[src/rtl/uart_pkg.sv]
// Shared types and defaults for the UART transmit arbiter.
package uart_pkg;

  typedef enum logic [1:0] {
    ST_IDLE      = 2'd0,
    ST_START     = 2'd1,
    ST_WAIT_DONE = 2'd2
  } state_t;

  localparam int DEFAULT_TIMEOUT_CYC = 1024;

endpackage

[src/rtl/rr_pick.sv]
// Round-robin winner search: first asserted req above last_grant, wrapping.
module rr_pick #(
  parameter int NUM_REQ = 4
) (
  input  logic [NUM_REQ-1:0]         req,
  input  logic [$clog2(NUM_REQ)-1:0] last_grant,
  output logic [$clog2(NUM_REQ)-1:0] winner,
  output logic                       valid
);

  localparam int IDX_W = $clog2(NUM_REQ);

  logic [IDX_W-1:0] idx;

  always_comb begin
    winner = '0;
    valid  = 1'b0;
    idx    = '0;
    // last_grant itself is searched last, so a held request yields to others.
    for (int k = 1; k <= NUM_REQ; k++) begin
      idx = IDX_W'((int'(last_grant) + k) % NUM_REQ);
      if (!valid && req[idx]) begin
        valid  = 1'b1;
        winner = idx;
      end
    end
  end

endmodule

[src/rtl/uart_tx_arbiter.sv]
// Arbitrates NUM_REQ byte sources onto one UART transmitter, round-robin,
// with a start timeout when the UART never reports it is transmitting.
module uart_tx_arbiter
  import uart_pkg::*;
#(
  parameter int NUM_REQ     = 4,
  parameter int TIMEOUT_CYC = DEFAULT_TIMEOUT_CYC
) (
  input  logic                       clk,
  input  logic                       rst_n,
  input  logic [NUM_REQ-1:0]         req,
  input  logic [8*NUM_REQ-1:0]       req_byte,
  output logic [NUM_REQ-1:0]         ack,
  output logic                       uart_transmit,
  output logic [7:0]                 uart_tx_byte,
  input  logic                       uart_is_transmitting,
  output logic [$clog2(NUM_REQ)-1:0] grant_id,
  output logic                       busy,
  output logic                       timeout_err,
  output state_t                     state_dbg
);

  localparam int IDX_W = $clog2(NUM_REQ);
  localparam int CNT_W = ($clog2(TIMEOUT_CYC + 1) > 11) ? $clog2(TIMEOUT_CYC + 1) : 11;

  // Handshake: a requester holds req and req_byte steady until it sees its
  // one-cycle ack; the byte is captured on that same edge and req may drop after.

  state_t           state;
  logic [IDX_W-1:0] last_grant;
  logic [CNT_W-1:0] tmo_cnt;
  logic [IDX_W-1:0] pick_winner;
  logic             pick_valid;
  logic [7:0]       win_byte;

  rr_pick #(
    .NUM_REQ (NUM_REQ)
  ) u_rr_pick (
    .req        (req),
    .last_grant (last_grant),
    .winner     (pick_winner),
    .valid      (pick_valid)
  );

  always_comb begin
    win_byte = 8'h00;
    for (int i = 0; i < NUM_REQ; i++) begin
      if (pick_winner == IDX_W'(i)) win_byte = req_byte[i*8 +: 8];
    end
  end

  assign state_dbg = state;

  always_ff @(posedge clk or negedge rst_n) begin
    if (!rst_n) begin
      state         <= ST_IDLE;
      uart_transmit <= 1'b0;
      uart_tx_byte  <= 8'h00;
      ack           <= '0;
      grant_id      <= '0;
      busy          <= 1'b0;
      timeout_err   <= 1'b0;
      tmo_cnt       <= '0;
      last_grant    <= IDX_W'(NUM_REQ - 1);
    end else begin
      ack         <= '0;
      timeout_err <= 1'b0;
      case (state)
        ST_IDLE: begin
          if (pick_valid && !uart_is_transmitting) begin
            uart_tx_byte     <= win_byte;
            grant_id         <= pick_winner;
            ack[pick_winner] <= 1'b1;
            uart_transmit    <= 1'b1;
            busy             <= 1'b1;
            tmo_cnt          <= '0;
            state            <= ST_START;
          end
        end
        ST_START: begin
          if (uart_is_transmitting) begin
            uart_transmit <= 1'b0;
            state         <= ST_WAIT_DONE;
          end else if (tmo_cnt == CNT_W'(TIMEOUT_CYC - 1)) begin
            // Counter would reach TIMEOUT_CYC on this edge: give up on this byte.
            timeout_err   <= 1'b1;
            uart_transmit <= 1'b0;
            busy          <= 1'b0;
            last_grant    <= grant_id;
            state         <= ST_IDLE;
          end else begin
            tmo_cnt <= tmo_cnt + 1'b1;
          end
        end
        ST_WAIT_DONE: begin
          if (!uart_is_transmitting) begin
            last_grant <= grant_id;
            busy       <= 1'b0;
            state      <= ST_IDLE;
          end
        end
        default: state <= ST_IDLE;
      endcase
    end
  end

endmodule

[config.mk]
export PLATFORM = sky130hd
export DESIGN_NAME = uart_tx_arbiter
export DESIGN_NICKNAME = d
export VERILOG_FILES = /design/src/rtl/uart_pkg.sv /design/src/rtl/rr_pick.sv /design/src/rtl/uart_tx_arbiter.sv
export SDC_FILE = /design/constraint.sdc
export NUM_CORES = 1
export LEC_CHECK = 0
export CAP_MARGIN = 10
export CORE_UTILIZATION = 50
export CTS_CLUSTER_DIAMETER = 200
export DETAILED_ROUTE_END_ITERATION = 16
export PLACE_DENSITY_LB_ADDON = 0.3
export SYNTH_ARGS = -nofsm -noshare
export SYNTH_HDL_FRONTEND = slang
export SYNTH_HIERARCHICAL = 1
export SYNTH_SLANG_ARGS = --single-unit
[constraint.sdc]
create_clock -name clk -period 3.95 [get_ports clk]
set_input_delay 0.79 -clock clk [delete_from_list [all_inputs] [get_ports clk]]
set_output_delay 0.79 -clock clk [all_outputs]
set_load 0.05 [all_outputs]
; ---- Yosys cells after proc, flatten, opt, wreduce, memory -nomap -nowiden
; Index checks and enable logic that the tools add are counted.
[op_classes]
addsub = 5
n_mul = 0
div_mod_pow = 0
magnitude_cmp = 6
n_eq_ne = 12
shift = 0
mux = 47
n_bitwise = 0
reduce_logical = 20
[op_table]
columns = operator, n
row1 = $mux 11, 3
row2 = $mux 8, 4
row3 = $mux 2, 11
row4 = $pmux 11 s2, 1
row5 = $mux 1, 17
row6 = $lt 2x3->1 const B, 5
row7 = $add 11x1->11 const B, 1
row8 = $eq 11x10->1 const B, 1
row9 = $ne 2x2->1 const B, 5
row10 = $bmux 1 s2, 4
row11 = $mux 4, 2
row12 = $reduce_and 4->1, 2
row13 = $eq 2x2->1 const B, 3
row14 = $pmux 2 s3, 1
row15 = $reduce_and 3->1, 2
row16 = $logic_and 1x1->1, 5
row17 = $reduce_and 5->1, 1
row18 = $add 2x1->2 const B, 2
row19 = $add 2x2->2 const B, 2
row20 = $eq 2x1->1 const B, 2
row21 = $logic_not 1->1, 4
row22 = $logic_not 2->1, 2
row23 = $pmux 2 s2, 1
row24 = $reduce_bool 2->1, 2
row25 = other kinds (7), 7
[totals]
regBits = 32
latch_bits = 0
ram_bits = 0
mem_bits_ro = 0
word_cells = 99
memories = 0

; ---- Logic depth before layout (Yosys ltp)
; Gate-level depths: netlist of run 1.
[depth]
depth_word = 19
mapped_depth = 7

; ---- Hierarchy
; The synthesis of run 1 kept the hierarchy.
[by_module_without_submodules]
columns = mod, n_inst, cells_each, area_per_inst_um2, seq_area_each_um2
row1 = uart_tx_arbiter, 1, 181, 1801.7, 803.3
row2 = rr_pick, 1, 14, 91.3, 0.0

; ---- Least setup slack after synthesis of run 1
; OpenSTA, ideal clock, no wires.
[synth_timing]
path_type = in2reg
start = input req[2]
end = register uart_tx_byte[3]
setup_time_ns = 0.118
arrival_time_ns = 2.213
required_time_ns = 3.832
path_slack_ns = 1.620
cell_stages = 7
path_buffers = 1
path_cell_list = and2b_1 a21oi_2 o221ai_2 buf_2 mux4_2 nand2_1 nand2_1
[synth_via]
elab_chain_cells = 17
[synth_lines]
columns = element, line_no
row1 = "start, declared", uart_tx_arbiter.sv:11  ; input logic [NUM_REQ-1:0] req,
row2 = $bmux 1 s2, rr_pick.sv:22  ; if (!valid && req[idx]) begin
row3 = $mux 1 (implied by the code), rr_pick.sv:22
row4 = $mux 1, rr_pick.sv:22
row5 = $logic_not 1->1, rr_pick.sv:22
row6 = $logic_and 1x1->1, rr_pick.sv:22
row7 = $mux 1, rr_pick.sv:22
row8 = $logic_not 1->1, rr_pick.sv:22
row9 = $logic_and 1x1->1, rr_pick.sv:22
row10 = $mux 1, rr_pick.sv:22
row11 = $logic_not 1->1, rr_pick.sv:22
row12 = $logic_and 1x1->1, rr_pick.sv:22
row13 = $mux 2 *, rr_pick.sv:22
row14 = via pick_winner[0], uart_tx_arbiter.sv:32  ; logic [IDX_W-1:0] pick_winner;
row15 = $logic_not 2->1, uart_tx_arbiter.sv:48  ; if (pick_winner == IDX_W'(i)) win_byte = req_byte[i*8 +: 8];
row16 = $mux 8 (3 in series), uart_tx_arbiter.sv:48
row17 = $mux 8 *, uart_tx_arbiter.sv:48
row18 = "end signal, assigned", uart_tx_arbiter.sv:71  ; uart_tx_byte <= win_byte;
row19 = "end, declared", uart_tx_arbiter.sv:15  ; output logic [7:0] uart_tx_byte,
; The timed path passes the listed nets; every way through them passes the cells marked *. The select of a mux whose other input is x is not followed.
; A chain may end at the register's enable or synchronous reset.

; ---- Final worst setup path of run 1
[layout_timing]
start = input req[3]
end = register uart_tx_byte[4]
; Same word-level chain as after synthesis.

==> flow_summary.ini, run 1 <==
[final_layout]
nNetsFinal = 295
num-fill-cells = 266
antenna_cells = 0
final_cells = 297
drive_above_1_share = 0.0956
area_growth_syn_to_layout_pct = 35.5

[clocking]
cts_htree_levels = 2
clk_latency_ns = 0.28
postCtsHoldBufs = 0
cts_buffers = 5
post_cts_buffers = 0
cts_root_buf = clkbuf_8
cts_tree = done
ctsResizeCount = 0
cts_sinks = 32
clkTransAtPathRegs_ns = 0.07
cts_buffer_depth = 2

[global_route]
grt_antenna_before_repair = 0
grt_overflow = 0
grt_max_degree = 33
grt_pass1_vias = 1516
grt_first_pass_wirelength_mm = 6.97
grt_util_all_layers = 0.223

[timing]
tns_ns = 0
maxSlewViolCount = 0
setup-violations-final = 0
min_period_ns = 2.77
fin_skew_ns = 0.00840
fin_crit_sh = 0.702
hold_viol = 0
slew_headroom = 0.429
tightest_slew_ns = 0.857
rsz0062_at_grt = no
max_freq_mhz = 361

[place]
io_buffers = 57
place_inst = 289
hpwlAfterDp_mm = 3.11
place_congestion = 0.808

[logic_synthesis]
synthArstFlopShare = 1.00
yosysSeqAreaShare = 0.424
netlist_area_um2 = 1890
synth_warnings = 6
post-synth-top-area-cell = dfrtp_1
synth_cell_types = 50
synth_cells = 195
synth_edf_count = 0
syn_area_per_cell_um2 = 9.71
synthFlopType = dfrtp_1
synthTopCellsByArea = dfrtp_1 (40%), mux4_2 (9.5%), nand2_1 (8.1%)
synth_top_area_share = 0.397
syn-num-nets = 240
ys_seq_elements = 32

[critical_path]
crit_buf_inv = 1
cp.required_ns = 4.12
worstPathArrival_ns = 2.94
r2r_slack_ns = 1.54
critPathLaunchType = input pin
critical_path.max_stage_delay_ns = 0.66
critPathKind = in2reg
slowest_stage = o221ai_2
cp-end-kind = register
crit_top_cell = nand2_1
worstPathMaxFanout = 13
path_cells = clkdlybuf4s50_1 > and2b_1 > a21oi_2 > o221ai_2 > mux4_2 > nand2_1 > nand2_1
crit_family = compound AO/OA/AOI/OAI gates

[route]
drtAntennaViolNets = 0
drt_iter0_drc = 95
vias = 1663
vias_per_cell = 5.60
wl_mm = 4.28
avgRoutedWirePerCell_um = 14.4
dr.pass1.iters = 4
drc = 0

[floorplanning]
row_count = 21
die-area_um2 = 4040
core_um2 = 3470
dieHeight_um = 63.5
initial_utilization = 0.546
pin_count = 58
die_x_um = 63.5

[outcome]
outcome = finished clean

[power]
swShare = 0.455
combinationalPowerShare = 0.546
power.density_nw_per_um2 = 663
p_seq_frac = 0.319
p_clk_frac = 0.136
switchingPower_mw = 0.775
p_leak_nw = 1.10
ir_drop_mv = 0.524
p_int_mw = 0.927

[min_path]
hold_path.class = reg2reg

[run]
max_cap_viol_count = 0
-- power by group through the flow --
stage / clock, mW / sequential (mW) / combinational [mW]
after floorplan: 0 / 0.785 / 0.402
after global placement: 0 / 0.543 / 0.911
after detailed placement: 0 / 0.544 / 0.927
after CTS: 0.237 / 0.541 / 0.931
after global routing: 0.252 / 0.559 / 1.00
final: 0.231 / 0.542 / 0.928
-- through the flow --
stage          instance area (um^2)  hold slack [ns]  setup slack (ns)  power, mW   util
6_report                       2560            0.473              1.18       1.70  0.740
5_1_grt                        2560            0.498             0.986       1.81  0.740
4_1_cts                        2560            0.478              1.13       1.71  0.740
3_5_place_dp                   2480            0.461             0.837       1.47  0.716
3_3_place_gp                   2480            0.458             0.907       1.45  0.716
2_1_floorplan                  1890            0.494              1.62       1.19      -
-- cell usage in the layout, fill, tap and decap left out, types with 3 or more instances in the layout --
cell type	netlist	layout
clkdlybuf4s50_1	0	57
nand2_1	41	41
dfrtp_1	30	30
a21oi_1	10	10
o21ai_0	9	9
nor2_1	8	8
inv_1	8	8
mux4_2	8	8
ha_1	6	6
nor3_1	5	5
nand2b_1	5	5
mux2i_1	5	5
clkbuf_8	0	5
nand3_1	4	4
a31oi_1	4	4
and3_1	3	3
mux2_2	3	3
-- sequential cells by signal, summed over array words and instances (netlist names) --
name           flops
tmo_cnt           11
uart_tx_byte       8
ack                4
grant_id           2
last_grant         2
state_dbg          2
busy               1
timeout_err        1
uart_transmit      1
-- area by class of cell --
| cell class | count | area [um^2] | area share |
|---|---|---|---|
| Multi-Input combinational cell | 144 | 1010 | 0.393 |
| Tap cell | 46 | 57.6 | 0.0224 |
| Timing Repair Buffer | 59 | 586 | 0.228 |
| Clock buffer | 7 | 76.3 | 0.0298 |
| Sequential cell | 32 | 803 | 0.313 |
| Inverter | 8 | 30.0 | 0.0117 |
| Clock inverter | 1 | 5.00 | 0.00195 |
-- routing by layer --
layer	track usage	up-vias	wire (um)
met5	0	-	0
met4	0.0426	0	27
met3	0.0453	5	218
met2	0.372	55	2100
met1	0.301	788	1930
li1	-	815	-
-- synthesized netlist by cell type (all sizes together), types with 2 or more instances --
library cell  instances
dfstp                 2
and4                  2
ha                    6
a21oi                11
o21ai                 9
clkbuf                7
mux2                  3
and3                  3
a31oi                 4
inv                   8
a22o                  2
nor2                  8
dfrtp                30
mux2i                 5
nand2                41
nand2b                5
nor2b                 2
nor3                  5
nand3                 4
buf                   4
nand4                 2
a41oi                 2
mux4                  8
-- path summary, 6_finish.rpt --
check / start / to / cells after the start
setup reg to reg: state_dbg[1] / tmo_cnt[5] / 6
max in group asynchronous: rst_n / last_grant[1] / 2
hold / removal: uart_tx_byte[2] / uart_tx_byte[2] / 2
setup / recovery: req[3] / uart_tx_byte[4] / 7
min in group asynchronous: rst_n / uart_tx_byte[4] / 2
hold reg to reg: uart_tx_byte[2] / uart_tx_byte[2] / 2
-- worst register-to-register path, stage by stage, from the launching register on --
cell and delay [ns]:
dfrtp_1 0.42, inv_1 0.14, ha_1 0.50, mux2i_1 0.24
or2_0 0.40, or4_1 0.55, nand3_1 0.09
-- kinds of logic (layout without fill, tap and decap cells) --
group / Yosys count / in the layout / share of synthesized area
simple gates: 82 / 82 / 0.211
compound gates: 40 / 40 / 0.142
flops: 32 / 32 / 0.424
buf+inv: 19 / 75 / 0.0436
mux: 16 / 16 / 0.139
fa+ha+maj: 6 / 6 / 0.0397
(Power assumes the default switching activity.)
==> run 2, diff against run 1 <==
Settings changed: CORE_UTILIZATION 50 to 42.
Clock period 3.95 ns to 2.35 ns, I/O delays scaled along.
==> flow_summary.ini, run 2 (same netlist as run 1, synthesis figures left out) <==
[outcome]
outcome = finished clean

[timing]
maxSlewViolCount = 0
fin_crit_sh = 0.882
min_period_ns = 2.07
tns_ns = 0
fin_skew_ns = 0.00129
rsz0062_at_grt = no
setup-violations-final = 0
max_freq_mhz = 483
tightest_slew_ns = 0.736
hold_viol = 0
slew_headroom = 0.508

[min_path]
hold_path_depth = 2
worstHoldStart = uart_tx_byte[6]
hold_path.class = reg2reg
min_to = uart_tx_byte[6]

[clocking]
cts_tree = done
cts_root_buf = clkbuf_8
cts_buffer_depth = 2
cts_buffers = 5
postCtsHoldBufs = 0
cts_sinks = 32
clkTransAtPathRegs_ns = 0.07
post_cts_buffers = 0
cts_htree_levels = 2
clk_latency_ns = 0.29
ctsResizeCount = 0

[critical_path]
cp.required_ns = 2.53
worstSetupStartpoint = req[3]
r2r_start = state_dbg[1]
critPathKind = in2reg
path_cells = clkdlybuf4s50_1 > and2b_1 > a21oi_2 > o221ai_2 > buf_12 > mux4_2 > nand2_1 > nand2_1
crit_top_cell = nand2_1
worstPathArrival_ns = 2.25
worstPathMaxFanout = 13
critPathLaunchType = input pin
cp-end-kind = register
worstReg2RegEnd = tmo_cnt[1]
critical_path.max_stage_delay_ns = 0.52
r2r_cells = 6
r2r_slack_ns = 0.30
slowest_stage = clkdlybuf4s50_1

[power]
combinationalPowerShare = 0.547
switchingPower_mw = 1.35
p_clk_frac = 0.149
p_int_mw = 1.64
swShare = 0.451
power_mw = 2.99
ir_drop_mv = 0.859
p_leak_nw = 1.13
p_seq_frac = 0.304
power.density_nw_per_um2 = 1140

[route]
drtAntennaViolNets = 0
wl_mm = 4.44
vias = 1682
drc = 0
avgRoutedWirePerCell_um = 14.4
dr.pass1.iters = 4
drt_iter0_drc = 136
vias_per_cell = 5.46

[final_layout]
final_cell_mix = clkdlybuf4s50_1 (57), nand2_1 (41), dfrtp_1 (30)
largest_reg_flops = 11
antenna_cells = 0
regMostFlops = tmo_cnt
stdcell_area_um2 = 2630
drive_above_1_share = 0.121
nNetsFinal = 300
final_cells = 308
mostFrequentLayoutCell = clkdlybuf4s50_1
area_growth_syn_to_layout_pct = 39.1
largest_registers = tmo_cnt x11, uart_tx_byte x8, ack x4

[floorplanning]
row_count = 24
dieHeight_um = 69.1
core_um2 = 4350
pin_count = 58
initial_utilization = 0.435
die_x_um = 69.1
die-area_um2 = 4780

[global_route]
grt_pass1_vias = 1531
grt_overflow = 0
grt_max_degree = 33
grt_first_pass_wirelength_mm = 7.45
grt_antenna_before_repair = 0
grt_util_all_layers = 0.200

[place]
hpwlAfterDp_mm = 3.13
place_inst = 300
dpl-instance-area_um2 = 2540
place_congestion = 0.772
io_buffers = 57

[run]
max_cap_viol_count = 0
-- run 2: cell types whose count changed in the layout (fill, tap and decap cells not counted), sizes merged --
cell    delta
buf        +5
clkinv     +1
clkbuf     -1
-- run 2: worst max path at each step --
stage,end,slack (ns),cells past startpoint
after floorplan,tmo_cnt[5],0.1,7
after global placement,uart_tx_byte[1],0.03,8
after detailed placement,uart_tx_byte[1],-0.02,8
after CTS,uart_tx_byte[1],0.28,8
after global routing,tmo_cnt[3],0.06,6
final,uart_tx_byte[4],0.28,8
-- run 2: through the flow --
stage,setup slack [ns],hold slack (ns),utilization
floorplan,0.0968,0.174,-
global placement,0.0301,0.458,0.584
detailed placement,-0.0240,0.462,0.584
CTS,0.283,0.482,0.605
global route,0.0630,0.506,0.605
finish,0.278,0.479,0.605
-- run 2: final cells by class --
| type | count | area [um^2] |
|---|---|---|
| multi-input combinational | 144 | 1010 |
| fill | 367 | 1720 |
| inverter | 8 | 30.0 |
| tap | 52 | 65.1 |
| clock inverter | 2 | 10.0 |
| sequential | 32 | 803 |
| clock buffer | 6 | 82.6 |
| timing repair buffer | 64 | 636 |
-- run 2: routing by layer --
layer  vias to the layer above  track usage  share of wire
met5                         -            0              0
met4                         0       0.0794          0.018
met3                         9       0.0439          0.035
met2                        35        0.304           0.48
met1                       812        0.277           0.47
li1                        826            -              -
-- run 2: worst max-delay path, delay by kind of cell --
| kind | cells | cell delay (ns) |
|---|---|---|
| and+or+nand+nor | 3 | 0.32 |
| buffers and inverters | 2 | 0.71 |
| muxes | 1 | 0.50 |
| AOI/OAI and AO/OA | 2 | 0.25 |
-- run 2: power groups by stage --
stage | registers [mW] | logic (mW) | clock network, mW
2_1_floorplan | 1.32 | 0.675 | 0
3_3_place_gp | 0.914 | 1.62 | 0
3_5_place_dp | 0.915 | 1.63 | 0
4_1_cts | 0.909 | 1.65 | 0.458
5_1_grt | 0.939 | 1.75 | 0.491
6_report | 0.909 | 1.64 | 0.446
==> run 3, diff against run 2 <==
Settings changed: HOLD_SLACK_MARGIN from default to 0.12, SYNTH_HIERARCHICAL 1 to default.
==> flow_summary.ini, run 3 <==
[logic_synthesis]
synth_most_common_cell = dfrtp_1
synthTopCellsByCount = dfrtp_1 (30), nand3_1 (28), nand2_1 (17)
netlist_area_um2 = 1930
synthArstFlopShare = 1.00
synthTopCellsByArea = dfrtp_1 (39%), nand3_1 (7.3%), mux2_2 (6.4%)
ys_seq_elements = 32
synth_warnings = 0
synthFlopType = dfrtp_1
yosysSeqAreaShare = 0.416
synth_cell_types = 45
syn-num-nets = 244
post-synth-top-area-cell = dfrtp_1
synth_cells = 200
syn_area_per_cell_um2 = 9.65
synth_top_area_share = 0.389
synth_edf_count = 0

[critical_path]
critical_path.max_stage_delay_ns = 0.54
worstPathMaxFanout = 11
crit_buf_inv = 2
crit_top_cell = nand2_1
cp.required_ns = 2.57
critPathKind = reg2reg
path_cells = inv_1 > ha_1 > nor2b_1 > nand2_1 > buf_4 > a211oi_2 > nand2_1 > nand3_1
slowest_stage = a211oi_2
critPathLaunchType = register
cp-end-kind = register
crit_family = compound AO/OA/AOI/OAI gates
worstPathArrival_ns = 2.27

[global_route]
grt_overflow = 0
grt_antenna_before_repair = 0
grt_first_pass_wirelength_mm = 7.69
grt_max_degree = 33
grt_util_all_layers = 0.198
grt_pass1_vias = 1667

[clocking]
cts_tree = done
cts_buffer_depth = 2
post_cts_buffers = 0
cts_buffers = 5
cts_root_buf = clkbuf_8
cts_htree_levels = 2
ctsResizeCount = 0
clk_latency_ns = 0.28
postCtsHoldBufs = 0
clkTransAtPathRegs_ns = 0.07
cts_sinks = 32

[outcome]
outcome = finished clean

[power]
combinationalPowerShare = 0.549
switchingPower_mw = 1.33
p_seq_frac = 0.283
power.density_nw_per_um2 = 1110
power_mw = 3.06
p_int_mw = 1.74
p_clk_frac = 0.169
ir_drop_mv = 0.707
swShare = 0.434
p_leak_nw = 1.17

[route]
drtAntennaViolNets = 0
drt_iter0_drc = 71
dr.pass1.iters = 4
wl_mm = 4.48
top_layer = met4
wl_met1_mm = 2.05
vias_per_cell = 5.26
vias = 1708
wl_met3_um = 131
drc = 0
avgRoutedWirePerCell_um = 13.8
wl_met2_mm = 2.18

[timing]
fin_crit_sh = 0.873
hold_viol = 0
tightest_slew_ns = 0.599
rsz0062_at_grt = no
maxSlewViolCount = 0
fin_skew_ns = 0.00877
setup-violations-final = 0
slew_headroom = 0.600
max_freq_mhz = 488
tns_ns = 0
min_period_ns = 2.05

[final_layout]
nNetsFinal = 316
antenna_cells = 0
final_cell_mix = clkdlybuf4s50_1 (57), dfrtp_1 (30), nand3_1 (28)
regMostFlops = tmo_cnt
mostFrequentLayoutCell = clkdlybuf4s50_1
area_growth_syn_to_layout_pct = 43.3
largest_reg_flops = 11
largest_registers = tmo_cnt x11, uart_tx_byte x8, ack x4
multi_input_area_um2 = 1060
drive_above_1_share = 0.190
num-fill-cells = 380
final_cells = 325
area.sequential_um2 = 803

[run]
max_cap_viol_count = 0

[floorplanning]
pin_count = 58
dieHeight_um = 69.8
row_count = 24
initial_utilization = 0.440
die_x_um = 69.8
die-area_um2 = 4870
core_um2 = 4380

[place]
place_congestion = 0.810
place_inst = 317
io_buffers = 57
hpwlAfterDp_mm = 3.44

[min_path]
hold_path.class = reg2reg
## run 3: cells by family after synthesis
group           count (synthesis)  synth area share
simple gates                   91             0.264
compound gates                 36             0.137
flops                          32             0.416
buf+inv                        14            0.0337
mux                            14            0.0804
xor+xnor                        8            0.0363
fa+ha+maj                       5            0.0324
## run 3: metal layers
| metal | track usage | vias up |
|---|---|---|
| met3 | 0.0392 | 11 |
| met4 | 0.0956 | 0 |
| met5 | 0 | - |
| li1 | - | 865 |
| met1 | 0.271 | 802 |
| met2 | 0.299 | 30 |
## run 3: area by class of cell
| type | count | area share |
|---|---|---|
| Clock buffer | 5 | 0.0249 |
| Clock inverter | 3 | 0.0154 |
| Timing Repair Buffer | 76 | 0.258 |
| Tap cell | 52 | 0.0235 |
| Sequential cell | 32 | 0.290 |
| Multi-Input combinational cell | 154 | 0.384 |
| Inverter | 3 | 0.00407 |
## run 3: final timing paths
path                                      start         endpoint  slack, ns  cells after the start
max in group asynchronous                 rst_n    last_grant[1]       1.42                      2
worst max-delay path               state_dbg[1]  uart_tx_byte[4]       0.30                      8
worst max register to register     state_dbg[1]  uart_tx_byte[4]       0.30                      8
worst min register to register  uart_tx_byte[3]  uart_tx_byte[3]       0.50                      2
worst min-delay path            uart_tx_byte[3]  uart_tx_byte[3]       0.50                      2
min in group asynchronous                 rst_n       tmo_cnt[7]       0.59                      2
## run 3: power by group through the flow
stage	registers (mW)	logic (mW)	clock network [mW]
2_1_floorplan	1.26	0.712	0
4_1_cts	0.866	1.69	0.532
6_report	0.866	1.68	0.518
3_3_place_gp	0.874	1.66	0
5_1_grt	0.890	1.81	0.553
3_5_place_dp	0.871	1.69	0
## run 3: per-stage QoR
step / area (um^2) / setup WS, ns / utilization / hold WS [ns]
after floorplan: 1930 / 0.276 / - / 0.174
after global placement: 2660 / 0.0304 / 0.606 / 0.478
after detailed placement: 2660 / -0.0114 / 0.606 / 0.489
after CTS: 2770 / 0.263 / 0.631 / 0.500
after global routing: 2770 / 0.0596 / 0.631 / 0.537
final: 2770 / 0.299 / 0.631 / 0.496
## run 3: worst min-delay path, cell delays in order (launching register included)
cell      delay (ns)
dfrtp_1         0.34
nand2_1         0.05
o211ai_1        0.07
